$ cat src/rtl/seg7_pkg.sv
// Shared constants for the 7-segment scanner: blank pattern, hex glyph table, FSM states.
// Segment order is {g,f,e,d,c,b,a}, active-low.
package seg7_pkg;

    localparam logic [6:0] SEG_OFF = 7'h7F;

    localparam logic [6:0] HEX_SEG [16] = '{
        7'h40, 7'h79, 7'h24, 7'h30, 7'h19, 7'h12, 7'h02, 7'h78,
        7'h00, 7'h10, 7'h08, 7'h03, 7'h46, 7'h21, 7'h06, 7'h0E
    };

    typedef enum logic {
        IDLE = 1'b0,
        SCAN = 1'b1
    } scan_state_e;

endpackage

$ cat src/rtl/seg7_scan_display_hex_to_seg7.sv
// Combinational hex nibble to active-low 7-segment glyph; zero latency, no flow control.
module hex_to_seg7
    import seg7_pkg::*;
(
    input  logic [3:0] i_hex,
    output logic [6:0] o_seg
);

    assign o_seg = HEX_SEG[i_hex];

endmodule

$ cat src/rtl/seg7_scan_display.sv
// Multiplexed common-anode hex display driver with per-frame snapshot and leading-zero blanking.
// Pins are registered one cycle behind the scan index; no backpressure, en_i low darkens the display.
module seg7_scan_display
    import seg7_pkg::*;
#(
    parameter int WIDTH_VALUE         = 8,
    parameter int NUM_DIGITS          = 2,
    parameter int SCAN_PERIOD         = 100_000,
    parameter int BLANK_LEADING_ZEROS = 1
) (
    input  logic                   clk_i,
    input  logic                   reset_i,
    input  logic                   en_i,
    input  logic [WIDTH_VALUE-1:0] value_i,
    input  logic [NUM_DIGITS-1:0]  dp_i,
    output logic [NUM_DIGITS-1:0]  anode_no,
    output logic [6:0]             seg_no,
    output logic                   dp_no,
    output logic                   frame_o
);

    localparam int TICK_W = $clog2(SCAN_PERIOD);
    localparam int IDX_W  = (NUM_DIGITS > 1) ? $clog2(NUM_DIGITS) : 1;
    localparam int SNAP_W = NUM_DIGITS * 4;

    scan_state_e         r_state;
    logic [TICK_W-1:0]   r_tick;
    logic [IDX_W-1:0]    r_idx;
    logic [SNAP_W-1:0]   r_snap;

    scan_state_e         w_state_nxt;
    logic [TICK_W-1:0]   w_tick_nxt;
    logic [IDX_W-1:0]    w_idx_nxt;
    logic [SNAP_W-1:0]   w_snap_nxt;
    logic                w_frame_nxt;

    logic [SNAP_W-1:0]   w_value_ext;
    logic                w_tick_last;
    logic                w_idx_last;
    logic [3:0]          w_nib;
    logic                w_blank;
    logic                w_dp_req;
    logic [6:0]          w_seg;
    logic [NUM_DIGITS-1:0] w_anode_nxt;
    logic [6:0]          w_seg_nxt;
    logic                w_dp_nxt;

    assign w_value_ext = SNAP_W'(value_i);
    assign w_tick_last = (r_tick == TICK_W'(SCAN_PERIOD - 1));
    assign w_idx_last  = (r_idx == IDX_W'(NUM_DIGITS - 1));

    always_ff @(posedge clk_i) begin
        if (reset_i) begin
            r_state <= IDLE;
            r_tick  <= '0;
            r_idx   <= '0;
            r_snap  <= '0;
            frame_o <= 1'b0;
        end else begin
            r_state <= w_state_nxt;
            r_tick  <= w_tick_nxt;
            r_idx   <= w_idx_nxt;
            r_snap  <= w_snap_nxt;
            frame_o <= w_frame_nxt;
        end
    end

    // Disable wins over the dwell-time wrap; snapshot is only refreshed when idx wraps to digit 0.
    always_comb begin
        w_state_nxt = r_state;
        w_tick_nxt  = r_tick;
        w_idx_nxt   = r_idx;
        w_snap_nxt  = r_snap;
        w_frame_nxt = 1'b0;
        case (r_state)
            IDLE: begin
                w_tick_nxt = '0;
                w_idx_nxt  = '0;
                if (en_i) begin
                    w_state_nxt = SCAN;
                    w_snap_nxt  = w_value_ext;
                    w_frame_nxt = 1'b1;
                end
            end
            SCAN: begin
                if (!en_i) begin
                    w_state_nxt = IDLE;
                    w_tick_nxt  = '0;
                    w_idx_nxt   = '0;
                end else if (w_tick_last) begin
                    w_tick_nxt = '0;
                    if (w_idx_last) begin
                        w_idx_nxt   = '0;
                        w_snap_nxt  = w_value_ext;
                        w_frame_nxt = 1'b1;
                    end else begin
                        w_idx_nxt = r_idx + 1'b1;
                    end
                end else begin
                    w_tick_nxt = r_tick + 1'b1;
                end
            end
            default: w_state_nxt = IDLE;
        endcase
    end

    always_comb begin
        w_nib    = 4'h0;
        w_blank  = 1'b0;
        w_dp_req = 1'b0;
        for (int k = 0; k < NUM_DIGITS; k++) begin
            if (r_idx == IDX_W'(k)) begin
                w_nib    = r_snap[4*k +: 4];
                w_dp_req = dp_i[k];
                w_blank  = (BLANK_LEADING_ZEROS != 0) && (k > 0) &&
                           ((r_snap >> (4*k)) == '0) && !dp_i[k];
            end
        end
    end

    hex_to_seg7 u_hex_to_seg7 (
        .i_hex (w_nib),
        .o_seg (w_seg)
    );

    always_comb begin
        w_anode_nxt = '1;
        w_seg_nxt   = SEG_OFF;
        w_dp_nxt    = 1'b1;
        if ((r_state == SCAN) && en_i && !w_blank) begin
            w_anode_nxt = ~(NUM_DIGITS'(1) << r_idx);
            w_seg_nxt   = w_seg;
            w_dp_nxt    = ~w_dp_req;
        end
    end

    always_ff @(posedge clk_i) begin
        if (reset_i) begin
            anode_no <= '1;
            seg_no   <= SEG_OFF;
            dp_no    <= 1'b1;
        end else begin
            anode_no <= w_anode_nxt;
            seg_no   <= w_seg_nxt;
            dp_no    <= w_dp_nxt;
        end
    end

endmodule
$ cat config.mk
export PLATFORM = sky130hd
export DESIGN_NAME = seg7_scan_display
export DESIGN_NICKNAME = d
export VERILOG_FILES = /design/src/rtl/seg7_pkg.sv /design/src/rtl/seg7_scan_display_hex_to_seg7.sv /design/src/rtl/seg7_scan_display.sv
export SDC_FILE = /design/constraint.sdc
export NUM_CORES = 1
export LEC_CHECK = 0
export BUFFER_PORTS_ARGS = -buffer_cell sky130_fd_sc_hd__buf_2
export CORE_ASPECT_RATIO = 1.5
export CORE_MARGIN = 4
export CORE_UTILIZATION = 52
export CTS_CLUSTER_SIZE = 24
export DETAILED_ROUTE_END_ITERATION = 10
export PLACE_DENSITY = 0.73
export REMOVE_ABC_BUFFERS = 1
export SYNTH_ARGS = -nofsm -noshare
export SYNTH_HDL_FRONTEND = slang
export SYNTH_SLANG_ARGS = --single-unit
$ cat constraint.sdc
create_clock -name clk_i -period 1.95 [get_ports clk_i]
set_input_delay 0.39 -clock clk_i [delete_from_list [all_inputs] [get_ports clk_i]]
set_output_delay 0.39 -clock clk_i [all_outputs]
set_load 0.01 [all_outputs]
### After elaboration in Yosys (flattened, before gate mapping)

Memory sizes are Yosys's and may differ from the RTL's. A register that Yosys moved wholly into a read port is not among the register bits.
Index checks and enable logic that the tools add are counted.

| cells by class | value |
|---|---|
| shift operators | 1 |
| add/subtract/negate cells | 2 |
| eq/ne operators | 6 |
| reduce and logical (&&, ||, !) cells | 8 |
| bitwise operators | 5 |
| multiplexer cells | 20 |

Operator list:

| cell | count |
|---|---|
| $mux 17 | 2 |
| $pmux 17 s2 | 1 |
| $mux 8 | 4 |
| $add 17x1->17 const B | 1 |
| $eq 17x17->1 const B | 1 |
| $pmux 8 s2 | 1 |
| $mux 1 | 9 |
| $logic_not 8->1 | 1 |
| $not 4->5 | 1 |
| $mux 4 | 1 |
| $ne 2x1->1 const B | 2 |
| $ne 2x2->1 const B | 2 |
| $pmux 1 s2 | 2 |
| $reduce_and 4->1 | 1 |
| $logic_and 1x1->1 | 3 |
| $ne 3x2->1 const B | 1 |
| $not 1->1 | 3 |
| $logic_not 1->1 | 2 |
| $not 2->2 | 1 |
| $reduce_or 2->1 | 1 |
| $shl 1x1->2 const A | 1 |
| $add 1x1->1 const B | 1 |

| storage, ports and cells | value |
|---|---|
| ROM bits | 112 |
| output and inout bits | 11 |
| memories | 1 |
| bits in registers | 31 |
| bits of input ports | 13 |

Memories:

| name | words | bits a word | read ports | clocked after memory_dff | wr ports | line | RTL |
|---|---|---|---|---|---|---|---|
| (no name shown) | 16 | 7 | 1 | 1 | 0 | seg7_scan_display_hex_to_seg7.sv:9 | `assign o_seg = HEX_SEG[i_hex];` |

### Depth between registers and ports, before layout

| logic depth | value |
|---|---|
| word-level depth | 7 |
| depth in mapped cells | 7 |
| depth with buffers taken out | 6 |

### Cells and area by module

Synthesis repeated with hierarchy kept, for this count alone.

| unflattened totals | value |
|---|---|
| cell total of the unflattened synthesis | 217 |
| area, all modules | 1,934.4 µm² |

Modules (own cells, without submodules):

| module | sequential area each (µm²) | area an instance (µm²) | times used | cells an instance |
|---|---|---|---|---|
| seg7_scan_display | 760.7 | 1,665.3 | 1 | 184 |
| hex_to_seg7 | 0.0 | 269.0 | 1 | 33 |

### Worst setup path after synthesis

Ideal clock, no wire load.

| timing | value |
|---|---|
| path kind | reg2reg |
| start point | register r_idx |
| end point | register seg_no[3] |
| cell stages (with the launch flop) | 8 |
| path slack | 0.168 ns |
| arrival time | 1.660 ns |
| period minus slack after synthesis | 1.782 ns |
| setup time | 0.122 ns |
| path buffers | 1 |
| cells stage by stage | dfxtp_1 buf_6 mux2_2 inv_1 ha_1 inv_1 mux4_2 nand2b_1 |

| between the ends | value |
|---|---|
| word-level cells in the longest chain between the ends | 5 |

RTL lines:

| element | line | RTL |
|---|---|---|
| start, declared | seg7_scan_display.sv:28 | `logic [IDX_W-1:0] r_idx;` |
| start signal, assigned | seg7_scan_display.sv:62 | `r_idx <= w_idx_nxt;` |
| $mux 1 | seg7_scan_display.sv:112 | `if (r_idx == IDX_W'(k)) begin` |
| $logic_not 1->1 | seg7_scan_display.sv:130 | `if ((r_state == SCAN) && en_i && !w_blank) begin` |
| $logic_and 1x1->1 | seg7_scan_display.sv:130 |  |
| $not 1->1 (no line) | -- |  |
| $reduce_or 2->1 (no line) | -- |  |
| end, declared | seg7_scan_display.sv:17 | `output logic [6:0] seg_no,` |

Several ways; a longest one is shown, not always the timed one.
A chain may end at the register's enable or synchronous reset.

### Worst setup path after layout

Ends and elaborated chain as after synthesis.

==> flow_summary.json <==
{
  "synth.avg_cell_area_sq_um": 9.31,
  "crit-reg2reg-launch": "r_idx",
  "status": "completed",
  "finalHoldViolations": 0,
  "post-route-period-util": 0.927,
  "postCtsHoldBufs": 0,
  "die_w_microns": 57.8,
  "ff2ff_setup_slack_ps": 140,
  "p_int_w": 0.00118,
  "hpwl_microns": 2690,
  "p_clk_frac": 0.356,
  "drt_iter0_markers": 35,
  "io_pins": 24,
  "crit_path_max_fanout": 6,
  "startpoint_type": "flip-flop",
  "fin_nets": 251,
  "swShare": 0.253,
  "drv_slew": 0,
  "grt_pass1_wl_microns": 6550,
  "leakage_nw": 0.723,
  "setup_violations": 0,
  "placed_cells": 266,
  "reg2reg_depth": 6,
  "final_antenna_net_count": 0,
  "final_common_cell": "dfxtp_1",
  "ys_warn_count": 0,
  "clkLatencyLatePin_ps": 290,
  "gp_congestion": 0.796,
  "clock_path_buffers": 2,
  "endpoint_kind": "flip-flop",
  "arrival_ps": 1980,
  "n_antenna_cell": 0,
  "num_rows": 26,
  "holdPathEnd": "r_snap[3]",
  "final_cell_mix": "dfxtp_1, nand2_1, buf_2, nor2_1, xnor2_1",
  "syn-instance-count": 208,
  "relSlewSlack": 0.621,
  "ys.flop_type": "dfxtp_1",
  "synthToLayoutAreaGrowth_pct": 11.1,
  "num_vias": 1543,
  "min_path_cells": 3,
  "critPathRequiredTime_ps": 2130,
  "grt_pass1_vias": 1565,
  "power.switching_w": 0.000398,
  "crit_path_top_delay_cell": "mux4_2",
  "drtPass1Iterations": 4,
  "initial_core_util": 0.556,
  "die_h_microns": 82.7,
  "cts-buffers-inserted": 5,
  "powerDensity_nw_per_um2": 731,
  "ys_seq_area_frac": 0.393,
  "ys_async_sr_fraction": 0,
  "worst_path_largest_cell_delay_ps": 430,
  "grt_max_degree": 19,
  "cts_resized": 0,
  "grt_usage": 0.175,
  "ctsRootBufferMaster": "clkbuf_8",
  "fin_crit_ps": 1810,
  "cts_tree": "built",
  "htreeDepth": 2,
  "sequentialPowerShare": 0.522,
  "fp.coreArea_sq_um": 3480,
  "cap_violations": 0,
  "rsz0062_at_grt": "no",
  "ys_ff_latch": 38,
  "antenna_found_initial": 0,
  "clock_skew_ps": 7.21,
  "fp.dieArea_sq_um": 4780,
  "worst_slew_pin_slew_ps": 565,
  "cts_sinks": 38,
  "route.detailed.drc": 0,
  "fmax_mhz": 553,
  "criticalPathCategory": "reg2reg",
  "io_buffer_count": 23,
  "grt_overflow_total": 0,
  "final.setup.tns_ps": 0,
  "synth_cell_types": 42,
  "combPwrFrac": 0.123,
  "synth-edff-count": 0,
  "wl_microns": 3590,
  "wl_per_cell_microns": 13.1,
  "hp-class": "in2reg",
  "regToRegEndpoint": "seg_no[3]",
  "crit_chain": "mux2_2 > inv_1 > ha_1 > inv_1 > mux4_2 > nand2b_1",
  "syn_area_sq_um": 1940,
  "ir_drop_mv": 0.516,
  "fillers": 297,
  "timing.hold.ws_ps": 362,
  "via_per_inst": 5.63,
  "crit_top_cell": "inv_1",
  "post_cts_buffers": 0,
  "drive_above_1_share": 0.211,
  "path_clk_slew_ps": 70,
  "fin_cells": 274,
  "hp-start": "value_i[3]"
}
## registers in the layout, summed over array words and instances, names as in the netlist
name and cells:
r_tick 17, r_snap 8, seg_no 7, anode_no 2, dp_no 1, frame_o 1, r_idx 1, r_state 1
## cells in the mapped netlist (2+ instances only)
master / count / share of area
a21oi_1: 3 / 0.0078
a32oi_1: 8 / 0.036
and2_1: 2 / 0.0065
buf_2: 2 / 0.0052
buf_6: 4 / 0.023
clkbuf_2: 2 / 0.0052
dfxtp_1: 38 / 0.39
ha_1: 7 / 0.045
inv_1: 8 / 0.016
mux2_2: 3 / 0.017
mux2i_2: 2 / 0.014
nand2_1: 26 / 0.050
nand2b_1: 3 / 0.0097
nand3_1: 8 / 0.021
nand4_1: 5 / 0.016
nor2_1: 21 / 0.041
nor2b_1: 3 / 0.0097
nor3_1: 3 / 0.0078
nor3b_1: 8 / 0.031
nor4_1: 6 / 0.019
o211ai_1: 2 / 0.0078
o221ai_1: 3 / 0.014
o311ai_1: 8 / 0.036
xnor2_1: 12 / 0.054
xor2_1: 4 / 0.018
## worst max-delay path by stage
stage | slack, ps | depth (start not counted) | endpoint | from
after floorplan | 40 | 6 | seg_no[3] | r_idx
after global routing | 70 | 6 | seg_no[3] | r_idx
after detailed placement | 90 | 5 | r_snap[2] | en_i
final | 140 | 6 | seg_no[3] | r_idx
after global placement | 100 | 5 | r_snap[5] | en_i
after CTS | 140 | 6 | seg_no[3] | r_idx
## routing by layer
layer  GRT usage  up-vias  wire length (microns)
li1            -      788                      -
met1       0.176      705                   1470
met2       0.324       39                   1870
met3      0.0420       11                    141
met4       0.102        0                    114
met5           0        -                      0
## stage by stage
step | total power (W) | setup WS (ps) | util | instance area (sq um)
6_report | 0.00157 | 142 | 0.618 | 2150
5_1_grt | 0.00165 | 74.9 | 0.618 | 2150
4_1_cts | 0.00160 | 136 | 0.617 | 2150
3_5_place_dp | 0.00103 | 86.3 | 0.590 | 2050
3_3_place_gp | 0.00103 | 104 | 0.590 | 2050
2_1_floorplan | 0.000972 | 37.6 | - | 1860
## power groups by stage
stage	Combinational (W)	Clock [W]	Sequential, W
6_report	0.000193	0.000560	0.000820
5_1_grt	0.000218	0.000611	0.000823
4_1_cts	0.000193	0.000585	0.000821
3_5_place_dp	0.000192	0	0.000839
3_3_place_gp	0.000189	0	0.000838
2_1_floorplan	0.000135	0	0.000837
## cell type report
| cell class | count | area [sq um] | area share |
|---|---|---|---|
| well taps | 42 | 52.6 | 0.0244 |
| inverters | 8 | 30.0 | 0.0140 |
| clock inverters | 2 | 12.5 | 0.00582 |
| multi-input cells | 151 | 1070 | 0.496 |
| flip-flops and latches | 38 | 761 | 0.354 |
| repair buffers | 27 | 145 | 0.0675 |
| clock buffers | 6 | 82.6 | 0.0384 |
## kinds of logic after synthesis
kind of cell / synth area share
and+or+nand+nor: 0.259
DFF: 0.393
AOI/OAI and AO/OA: 0.125
buffers and inverters: 0.0569
xor gates and xnor gates: 0.0724
muxes: 0.0485
adders and majority gates: 0.0452
## worst max-delay path: cells and delay by family (launching register included)
family | cells | cell delay (ps)
flops | 1 | 370
simple gates | 1 | 150
buf+inv | 2 | 190
mux | 2 | 830
fa+ha+maj | 1 | 160
(Power assumes the default switching activity.)
